### src/rtl/pipe_spawner_multi_if.sv
// Pipe engine bundle: spawn controls from the game logic, per-slot geometry to the renderer.
// Spawn and movement requests cannot be refused; a spawn with no free slot shows up as spawnDrop.
interface pipe_spawner_multi_if #(parameter int N_PIPES = 3);
    logic                    tick;
    logic                    spawnReq;
    logic [9:0]              gapY;
    logic [9:0]              score;
    logic [N_PIPES*10-1:0]   pipeX;
    logic [N_PIPES*10-1:0]   gapTop;
    logic [N_PIPES*10-1:0]   gapBottom;
    logic [N_PIPES-1:0]      upVisible;
    logic [N_PIPES-1:0]      downVisible;
    logic [N_PIPES-1:0]      passed;
    logic                    spawnDrop;
    logic                    allBusy;

    modport master (
        output tick, spawnReq, gapY, score,
        input  pipeX, gapTop, gapBottom, upVisible, downVisible, passed, spawnDrop, allBusy
    );

    modport slave (
        input  tick, spawnReq, gapY, score,
        output pipeX, gapTop, gapBottom, upVisible, downVisible, passed, spawnDrop, allBusy
    );
endinterface

### src/rtl/pipe_spawner_multi.sv
// N-slot pipe obstacle engine: spawn on request edge, scroll left per tick, retire at screen edge.
// Spawn edge -> slot visible next edge; no backpressure, an edge with no free slot pulses spawnDrop.
module pipe_spawner_multi #(
    parameter int N_PIPES          = 3,
    parameter int FRAC_BITS        = 7,
    parameter int SPAWN_X          = 650,
    parameter int SCREEN_H         = 480,
    parameter int MIN_SPEED        = 192,
    parameter int SPEED_PER_SCORE  = 64,
    parameter int MAX_SPEED        = 1024,
    parameter int DOUBLE_MIN_SCORE = 10,
    parameter int BASE_GAP         = 200,
    parameter int GAP_STEP         = 30,
    parameter int MIN_GAP          = 100
) (
    input logic                 animationCLOCK,
    input logic                 resetN,
    pipe_spawner_multi_if.slave bus
);
    localparam int             XW        = 10 + FRAC_BITS;
    localparam logic [XW-1:0]  SPAWN_POS = XW'(SPAWN_X << FRAC_BITS);
    localparam int             MID       = SCREEN_H / 2;

    typedef enum logic {IDLE, ACTIVE} slot_state_t;

    slot_state_t        state_q [N_PIPES];
    slot_state_t        state_d [N_PIPES];
    logic [XW-1:0]      pos_q   [N_PIPES];
    logic [XW-1:0]      pos_d   [N_PIPES];
    logic [9:0]         y_q     [N_PIPES];
    logic [9:0]         y_d     [N_PIPES];
    logic [9:0]         score_q [N_PIPES];
    logic [9:0]         score_d [N_PIPES];
    logic [10:0]        speed_q [N_PIPES];
    logic [10:0]        speed_d [N_PIPES];
    logic [N_PIPES-1:0] passed_q, passed_d, grant, act_vec;
    logic               drop_q, drop_d, req_q, spawn, found;
    logic [19:0]        speed_raw;
    logic [10:0]        spawn_speed;

    // Wide enough that (score+1)*SPEED_PER_SCORE never wraps before saturation.
    assign spawn       = bus.spawnReq & ~req_q;
    assign speed_raw   = 20'(MIN_SPEED) + (20'(bus.score) + 20'd1) * 20'(SPEED_PER_SCORE);
    assign spawn_speed = (speed_raw > 20'(MAX_SPEED)) ? 11'(MAX_SPEED) : speed_raw[10:0];

    function automatic int gap_of(logic [9:0] s);
        int g;
        if (int'(s) < DOUBLE_MIN_SCORE) return 0;
        g = BASE_GAP - (int'(s) - DOUBLE_MIN_SCORE) * GAP_STEP;
        return (g < MIN_GAP) ? MIN_GAP : g;
    endfunction

    function automatic logic [9:0] top_of(logic [9:0] y, int half);
        int t;
        t = int'(y) - half;
        return (t < 0) ? 10'd0 : 10'(t);
    endfunction

    function automatic logic [9:0] bottom_of(logic [9:0] y, int half);
        int b;
        b = int'(y) + half;
        return (b > SCREEN_H - 1) ? 10'(SCREEN_H - 1) : 10'(b);
    endfunction

    always_ff @(posedge animationCLOCK or negedge resetN) begin
        if (!resetN) begin
            req_q    <= 1'b0;
            drop_q   <= 1'b0;
            passed_q <= '0;
            for (int i = 0; i < N_PIPES; i++) begin
                state_q[i] <= IDLE;
                pos_q[i]   <= '0;
                y_q[i]     <= '0;
                score_q[i] <= '0;
                speed_q[i] <= '0;
            end
        end else begin
            req_q    <= bus.spawnReq;
            drop_q   <= drop_d;
            passed_q <= passed_d;
            for (int i = 0; i < N_PIPES; i++) begin
                state_q[i] <= state_d[i];
                pos_q[i]   <= pos_d[i];
                y_q[i]     <= y_d[i];
                score_q[i] <= score_d[i];
                speed_q[i] <= speed_d[i];
            end
        end
    end

    always_comb begin
        found    = 1'b0;
        grant    = '0;
        passed_d = '0;
        for (int i = 0; i < N_PIPES; i++) begin
            state_d[i] = state_q[i];
            pos_d[i]   = pos_q[i];
            y_d[i]     = y_q[i];
            score_d[i] = score_q[i];
            speed_d[i] = speed_q[i];
        end
        // Free slots are judged on start-of-cycle state, so a retiring slot is not reusable yet.
        for (int i = 0; i < N_PIPES; i++) begin
            if (state_q[i] == IDLE && !found) begin
                found    = 1'b1;
                grant[i] = spawn;
            end
        end
        drop_d = spawn & ~found;
        for (int i = 0; i < N_PIPES; i++) begin
            case (state_q[i])
                IDLE: begin
                    if (grant[i]) begin
                        state_d[i] = ACTIVE;
                        pos_d[i]   = SPAWN_POS;
                        y_d[i]     = bus.gapY;
                        score_d[i] = bus.score;
                        speed_d[i] = spawn_speed;
                    end
                end
                ACTIVE: begin
                    if (bus.tick) begin
                        if (pos_q[i] <= XW'(speed_q[i])) begin
                            state_d[i]  = IDLE;
                            pos_d[i]    = '0;
                            passed_d[i] = 1'b1;
                        end else begin
                            pos_d[i] = pos_q[i] - XW'(speed_q[i]);
                        end
                    end
                end
                default: state_d[i] = IDLE;
            endcase
        end
    end

    always_comb begin
        bus.pipeX       = '0;
        bus.gapTop      = '0;
        bus.gapBottom   = '0;
        bus.upVisible   = '0;
        bus.downVisible = '0;
        act_vec         = '0;
        for (int i = 0; i < N_PIPES; i++) begin
            act_vec[i]               = (state_q[i] == ACTIVE);
            bus.pipeX[10*i +: 10]    = pos_q[i][XW-1:FRAC_BITS];
            bus.gapTop[10*i +: 10]   = top_of(y_q[i], gap_of(score_q[i]) / 2);
            bus.gapBottom[10*i +: 10] = bottom_of(y_q[i], gap_of(score_q[i]) / 2);
            bus.upVisible[i]   = act_vec[i] & ((int'(score_q[i]) >= DOUBLE_MIN_SCORE) | (int'(y_q[i]) <= MID));
            bus.downVisible[i] = act_vec[i] & ((int'(score_q[i]) >= DOUBLE_MIN_SCORE) | (int'(y_q[i]) > MID));
        end
    end

    assign bus.passed    = passed_q;
    assign bus.spawnDrop = drop_q;
    assign bus.allBusy   = &act_vec;
endmodule

### src/flat_wrapper.sv
// flat-port wrapper written by rule: the top's interface ports become plain ports
module pipe_spawner_multi_flat 
#(
    parameter int N_PIPES          = 3,
    parameter int FRAC_BITS        = 7,
    parameter int SPAWN_X          = 650,
    parameter int SCREEN_H         = 480,
    parameter int MIN_SPEED        = 192,
    parameter int SPEED_PER_SCORE  = 64,
    parameter int MAX_SPEED        = 1024,
    parameter int DOUBLE_MIN_SCORE = 10,
    parameter int BASE_GAP         = 200,
    parameter int GAP_STEP         = 30,
    parameter int MIN_GAP          = 100
)
  (animationCLOCK, resetN, bus_tick, bus_spawnReq, bus_gapY, bus_score, bus_pipeX, bus_gapTop, bus_gapBottom, bus_upVisible, bus_downVisible, bus_passed, bus_spawnDrop, bus_allBusy);
  pipe_spawner_multi_if #(.N_PIPES(N_PIPES)) bus_i ();
  input logic animationCLOCK;
  input logic resetN;
  input wire logic [$bits(bus_i.tick)-1:0] bus_tick;
  input wire logic [$bits(bus_i.spawnReq)-1:0] bus_spawnReq;
  input wire logic [$bits(bus_i.gapY)-1:0] bus_gapY;
  input wire logic [$bits(bus_i.score)-1:0] bus_score;
  output wire logic [$bits(bus_i.pipeX)-1:0] bus_pipeX;
  output wire logic [$bits(bus_i.gapTop)-1:0] bus_gapTop;
  output wire logic [$bits(bus_i.gapBottom)-1:0] bus_gapBottom;
  output wire logic [$bits(bus_i.upVisible)-1:0] bus_upVisible;
  output wire logic [$bits(bus_i.downVisible)-1:0] bus_downVisible;
  output wire logic [$bits(bus_i.passed)-1:0] bus_passed;
  output wire logic [$bits(bus_i.spawnDrop)-1:0] bus_spawnDrop;
  output wire logic [$bits(bus_i.allBusy)-1:0] bus_allBusy;
  assign bus_i.tick = bus_tick;
  assign bus_i.spawnReq = bus_spawnReq;
  assign bus_i.gapY = bus_gapY;
  assign bus_i.score = bus_score;
  assign bus_pipeX = bus_i.pipeX;
  assign bus_gapTop = bus_i.gapTop;
  assign bus_gapBottom = bus_i.gapBottom;
  assign bus_upVisible = bus_i.upVisible;
  assign bus_downVisible = bus_i.downVisible;
  assign bus_passed = bus_i.passed;
  assign bus_spawnDrop = bus_i.spawnDrop;
  assign bus_allBusy = bus_i.allBusy;
  pipe_spawner_multi #(.N_PIPES(N_PIPES), .FRAC_BITS(FRAC_BITS), .SPAWN_X(SPAWN_X), .SCREEN_H(SCREEN_H), .MIN_SPEED(MIN_SPEED), .SPEED_PER_SCORE(SPEED_PER_SCORE), .MAX_SPEED(MAX_SPEED), .DOUBLE_MIN_SCORE(DOUBLE_MIN_SCORE), .BASE_GAP(BASE_GAP), .GAP_STEP(GAP_STEP), .MIN_GAP(MIN_GAP)) u_core (.animationCLOCK(animationCLOCK), .resetN(resetN), .bus(bus_i));
endmodule
### config.mk
export PLATFORM = sky130hd
export DESIGN_NAME = pipe_spawner_multi_flat
export DESIGN_NICKNAME = d
export VERILOG_FILES = /design/src/rtl/pipe_spawner_multi_if.sv /design/src/rtl/pipe_spawner_multi.sv /design/src/flat_wrapper.sv
export SDC_FILE = /design/constraint.sdc
export NUM_CORES = 1
export LEC_CHECK = 0
export CORE_ASPECT_RATIO = 1.2
export CORE_MARGIN = 10
export CORE_UTILIZATION = 47
export DETAILED_ROUTE_END_ITERATION = 6
export GPL_ROUTABILITY_DRIVEN = 0
export PLACE_DENSITY = 0.66
export SETUP_SLACK_MARGIN = 0.4
export SLEW_MARGIN = 10
export SYNTH_ARGS = -nofsm -noshare
export SYNTH_HDL_FRONTEND = slang
export SYNTH_SLANG_ARGS = --single-unit
### constraint.sdc
create_clock -name animationCLOCK -period 16.2 [get_ports animationCLOCK]
set_input_delay 3.24 -clock animationCLOCK [delete_from_list [all_inputs] [get_ports animationCLOCK]]
set_output_delay 3.24 -clock animationCLOCK [all_outputs]
set_load 0.01 [all_outputs]
==> flow_results.org <==
** Synthesis
- Synth Register Bits :: 116
- After synthesis, the share of flip-flops with an asynchronous set or reset is 1.00.
- Most common cell in the synthesized netlist :: sky130_fd_sc_hd__nand2_1
- In this run the mean area of a mapped cell was ~7.6 um2.
- Cell taking the most area after synthesis :: sky130_fd_sc_hd__dfrtp_1
- In the synthesized netlist the dominant register cell turns out to be sky130_fd_sc_hd__dfrtp_1.
- Distinct cells, synth :: 81
- The share of synthesized area in the top cell type comes to 0.179.
- By area the synthesized netlist is led by sky130_fd_sc_hd__dfrtp_1, sky130_fd_sc_hd__ha_1, sky130_fd_sc_hd__xnor2_1.
- Count of mapped cells out of synthesis :: 2124
- The Yosys step of the flow raised 0 warnings.
- The synthesized design contains 0 enable-type register cells.
- For this run, the register share of the synthesized area comes to 0.179.
- The commonest cells after synthesis are sky130_fd_sc_hd__nand2_1, sky130_fd_sc_hd__inv_1, sky130_fd_sc_hd__ha_1.
- Cell area after synthesis :: 16200 um2
- The number of nets in the synthesized netlist is ~2400.

** Global route
- Antenna violations before repair :: 2
- For this run, the total global-route usage over all layers was measured as 0.204.
- The first global-routing pass estimated roughly 73000 um of wire.
- The number of global-route vias before repair was 14800.
- GR Overflow Total :: 0
- Maximum number of pins on one net before global-route repair :: 62

** Placed design
- In this run, placement finished with an instance count of 2609.
- Post-DP Area :: 17600 um2
- Port bufs :: roughly 120
- After legalization and detailed placement, the total HPWL measured 35600 um.

** Final layout
- Post-Layout Inst Area :: 18300 um2
- Net count of the finished layout :: 2423
- Leaving out filler cells and counting taps, the final layout contains 2643.
- Filler cell count :: 3298
- Synthesis-to-finish area growth :: 12.8%
- Fraction of layout instances using a drive strength above 1 :: 0.0343

** Floorplan
- In this run the horizontal extent of the chip is about 190 um.
- In this run the standard cell core region covers about 34000 um2.
- Initial Util :: 0.476
- Top-level port count :: 125
- Die footprint :: 42400 um2
- Die extent in y :: 224 um
- Standard-cell rows :: 74

** Route
- Post-route ant nets :: 0
- Drc violations :: 0
- DRT Pass-1 Iters :: 5
- Post-DR vias/cell :: about 5.7
- Routed via count :: 15000
- Detailed Route Iter0 Violations :: 944
- The routed design has between 40000 and 50000 um of wire.
- In the final routed layout, each cell accounts on average for 16.6 um.

** Clocking
- Post-CTS Repair Setup Buffers :: 0
- Worst-path clk slew :: around 0.060 ns
- The root buffer cell chosen for the clock tree is sky130_fd_sc_hd__clkbuf_16.
- CTS built an H-tree with a depth of 4.
- The clock passes through at most 2 buffers.
- Total clock sinks :: 116
- Number of buffers created by CTS :: 17
- TritonCTS built the clock tree.
- At the later pin of the worst-skew pair, clock insertion delay measures 0.41 ns.

** Setup path
- The worst setup path is captured at an output pin.
- Cell with the largest stage delay on the worst path :: sky130_fd_sc_hd__or4_1
- For the worst setup path, the data required time is roughly 13 ns.
- The critical path is of the register to output pin type.
- Startpoint type of the worst setup path :: register
- Arrival time worst endpoint :: 11.78 ns
- Critical Path Fanout Max :: 12
- On the worst path, the slowest cell contributes a delay of 0.64 ns.
- The cell that appears most often on the critical path is sky130_fd_sc_hd__ha_1.

** Timing
- Final Hold Fails :: 0
- The clock period could shrink to 15.02 ns.
- Setup repair after global routing left no endpoint under its margin.
- Headroom to the max-slew limit came out at 0.240.
- Tcrit/Tclk final :: 0.927
- Tightest Pin Transition :: 1.14 ns
- Worst clock skew :: 0.00941 ns
- Adding up every negative setup slack in the final design gives 0 ns.
- The max-slew violation total from the final report came to 0.
- Final setup viols :: 0
- Timing would allow up to 66.6 MHz.

** Hold path
- Worst hold path type :: register to register

** Run
- Max-cap violations in this run came to 0.

** Status
- The flow ran to the end, and the final reports show no timing, DRC or antenna violations.
## cell families (layout without fill, tap and decap cells)
family / Yosys count / after routing / synth area share
simple gates: 758 / 758 / 0.228
xor+xnor: 197 / 197 / 0.108
other cells: 0 / 2 / 0
flops: 116 / 116 / 0.179
mux: 13 / 13 / 0.00802
buf+inv: 320 / 381 / 0.0811
fa+ha+maj: 228 / 228 / 0.198
compound gates: 492 / 492 / 0.199
## layout by cell type, fill, tap and decap left out, types with 57 or more instances in the layout
master                              n
sky130_fd_sc_hd__a21oi_1          105
sky130_fd_sc_hd__ha_1             179
sky130_fd_sc_hd__o21ai_0          123
sky130_fd_sc_hd__nand2_1          285
sky130_fd_sc_hd__dfrtp_1          116
sky130_fd_sc_hd__inv_1            217
sky130_fd_sc_hd__xnor2_1          138
sky130_fd_sc_hd__xor2_1            57
sky130_fd_sc_hd__nor2_1           132
sky130_fd_sc_hd__clkdlybuf4s50_1  123
## flip-flops by register name, summed over array words and instances, names as in the netlist
| signal | cells |
|---|---|
| u_core.req_q | 1 |
| u_core.speed_q | 15 |
| u_core.bus.pipeX | 30 |
| u_core.bus.passed | 3 |
| u_core.y_q | 30 |
| u_core.score_q | 30 |
| u_core.pos_q | 3 |
| u_core.bus.spawnDrop | 1 |
| u_core.act_vec | 3 |
## worst max-delay path, delay by kind of cell, from the launching register on
family	cells	cell delay, ns
AO/OA/AOI/OAI	8	2.44
XOR/XNOR	3	0.75
adder cells (fa/ha/maj)	6	2.20
buffers and inverters	5	0.92
flip-flops	1	0.48
AND/OR/NAND/NOR	15	4.58
## per-stage QoR
step                      hold WS [ns]  setup slack [ns]   util
after floorplan                  0.450              2.62      -
after global placement           0.467              1.57  0.517
after detailed placement         0.470              1.14  0.517
after CTS                        0.483             0.697  0.536
after global routing             0.505             0.426  0.537
final                            0.479              1.18  0.537
## area by class of cell
type | instances | area [um2] | area share
diodes | 2 | 5.00 | 0.000273
clock buffers | 18 | 439 | 0.0240
clock inverters | 14 | 225 | 0.0123
inverters | 217 | 815 | 0.0445
multi-input cells | 1688 | 12100 | 0.658
flip-flops and latches | 116 | 2900 | 0.159
well taps | 456 | 571 | 0.0312
repair buffers | 132 | 1300 | 0.0709
## path summary, 6_finish.rpt
path | cells past startpoint | end | from | slack, ns
worst max register to register | 11 | u_core.bus.pipeX[5]$_DFFE_PN0P_ | u_core.bus.pipeX[0]$_DFFE_PN0P_ | 13.08
max in group asynchronous | 2 | u_core.y_q[11]$_DFFE_PN0P_ | resetN | 12.07
worst min-delay path | 2 | u_core.speed_q[32]$_DFFE_PN0P_ | u_core.speed_q[32]$_DFFE_PN0P_ | 0.48
worst min register to register | 2 | u_core.speed_q[32]$_DFFE_PN0P_ | u_core.speed_q[32]$_DFFE_PN0P_ | 0.48
worst max-delay path | 37 | bus_gapBottom[19] | u_core.score_q[11]$_DFFE_PN0P_ | 1.18
min in group asynchronous | 1 | u_core.bus.pipeX[18]$_DFFE_PN0P_ | resetN | 2.88
## repair_timing
item                                    in CTS  in global routing
endpoints found under the setup margin       0                 25
hold endpoints to repair                     0                  0
hold buffers                                 0                  0
gates resized for setup                      0                 10
## routing by layer
| layer | global-route usage | vias up | share of wire |
|---|---|---|---|
| met3 | 0.0317 | 72 | 0.052 |
| met2 | 0.361 | 383 | 0.49 |
| met5 | 0 | - | 0 |
| li1 | - | 7397 | - |
| met1 | 0.246 | 7109 | 0.43 |
| met4 | 0.0641 | 0 | 0.024 |
Power is left out: the tool's default activity adds up to more than one toggle a clock period on the data nets, which glitch-free logic cannot reach.
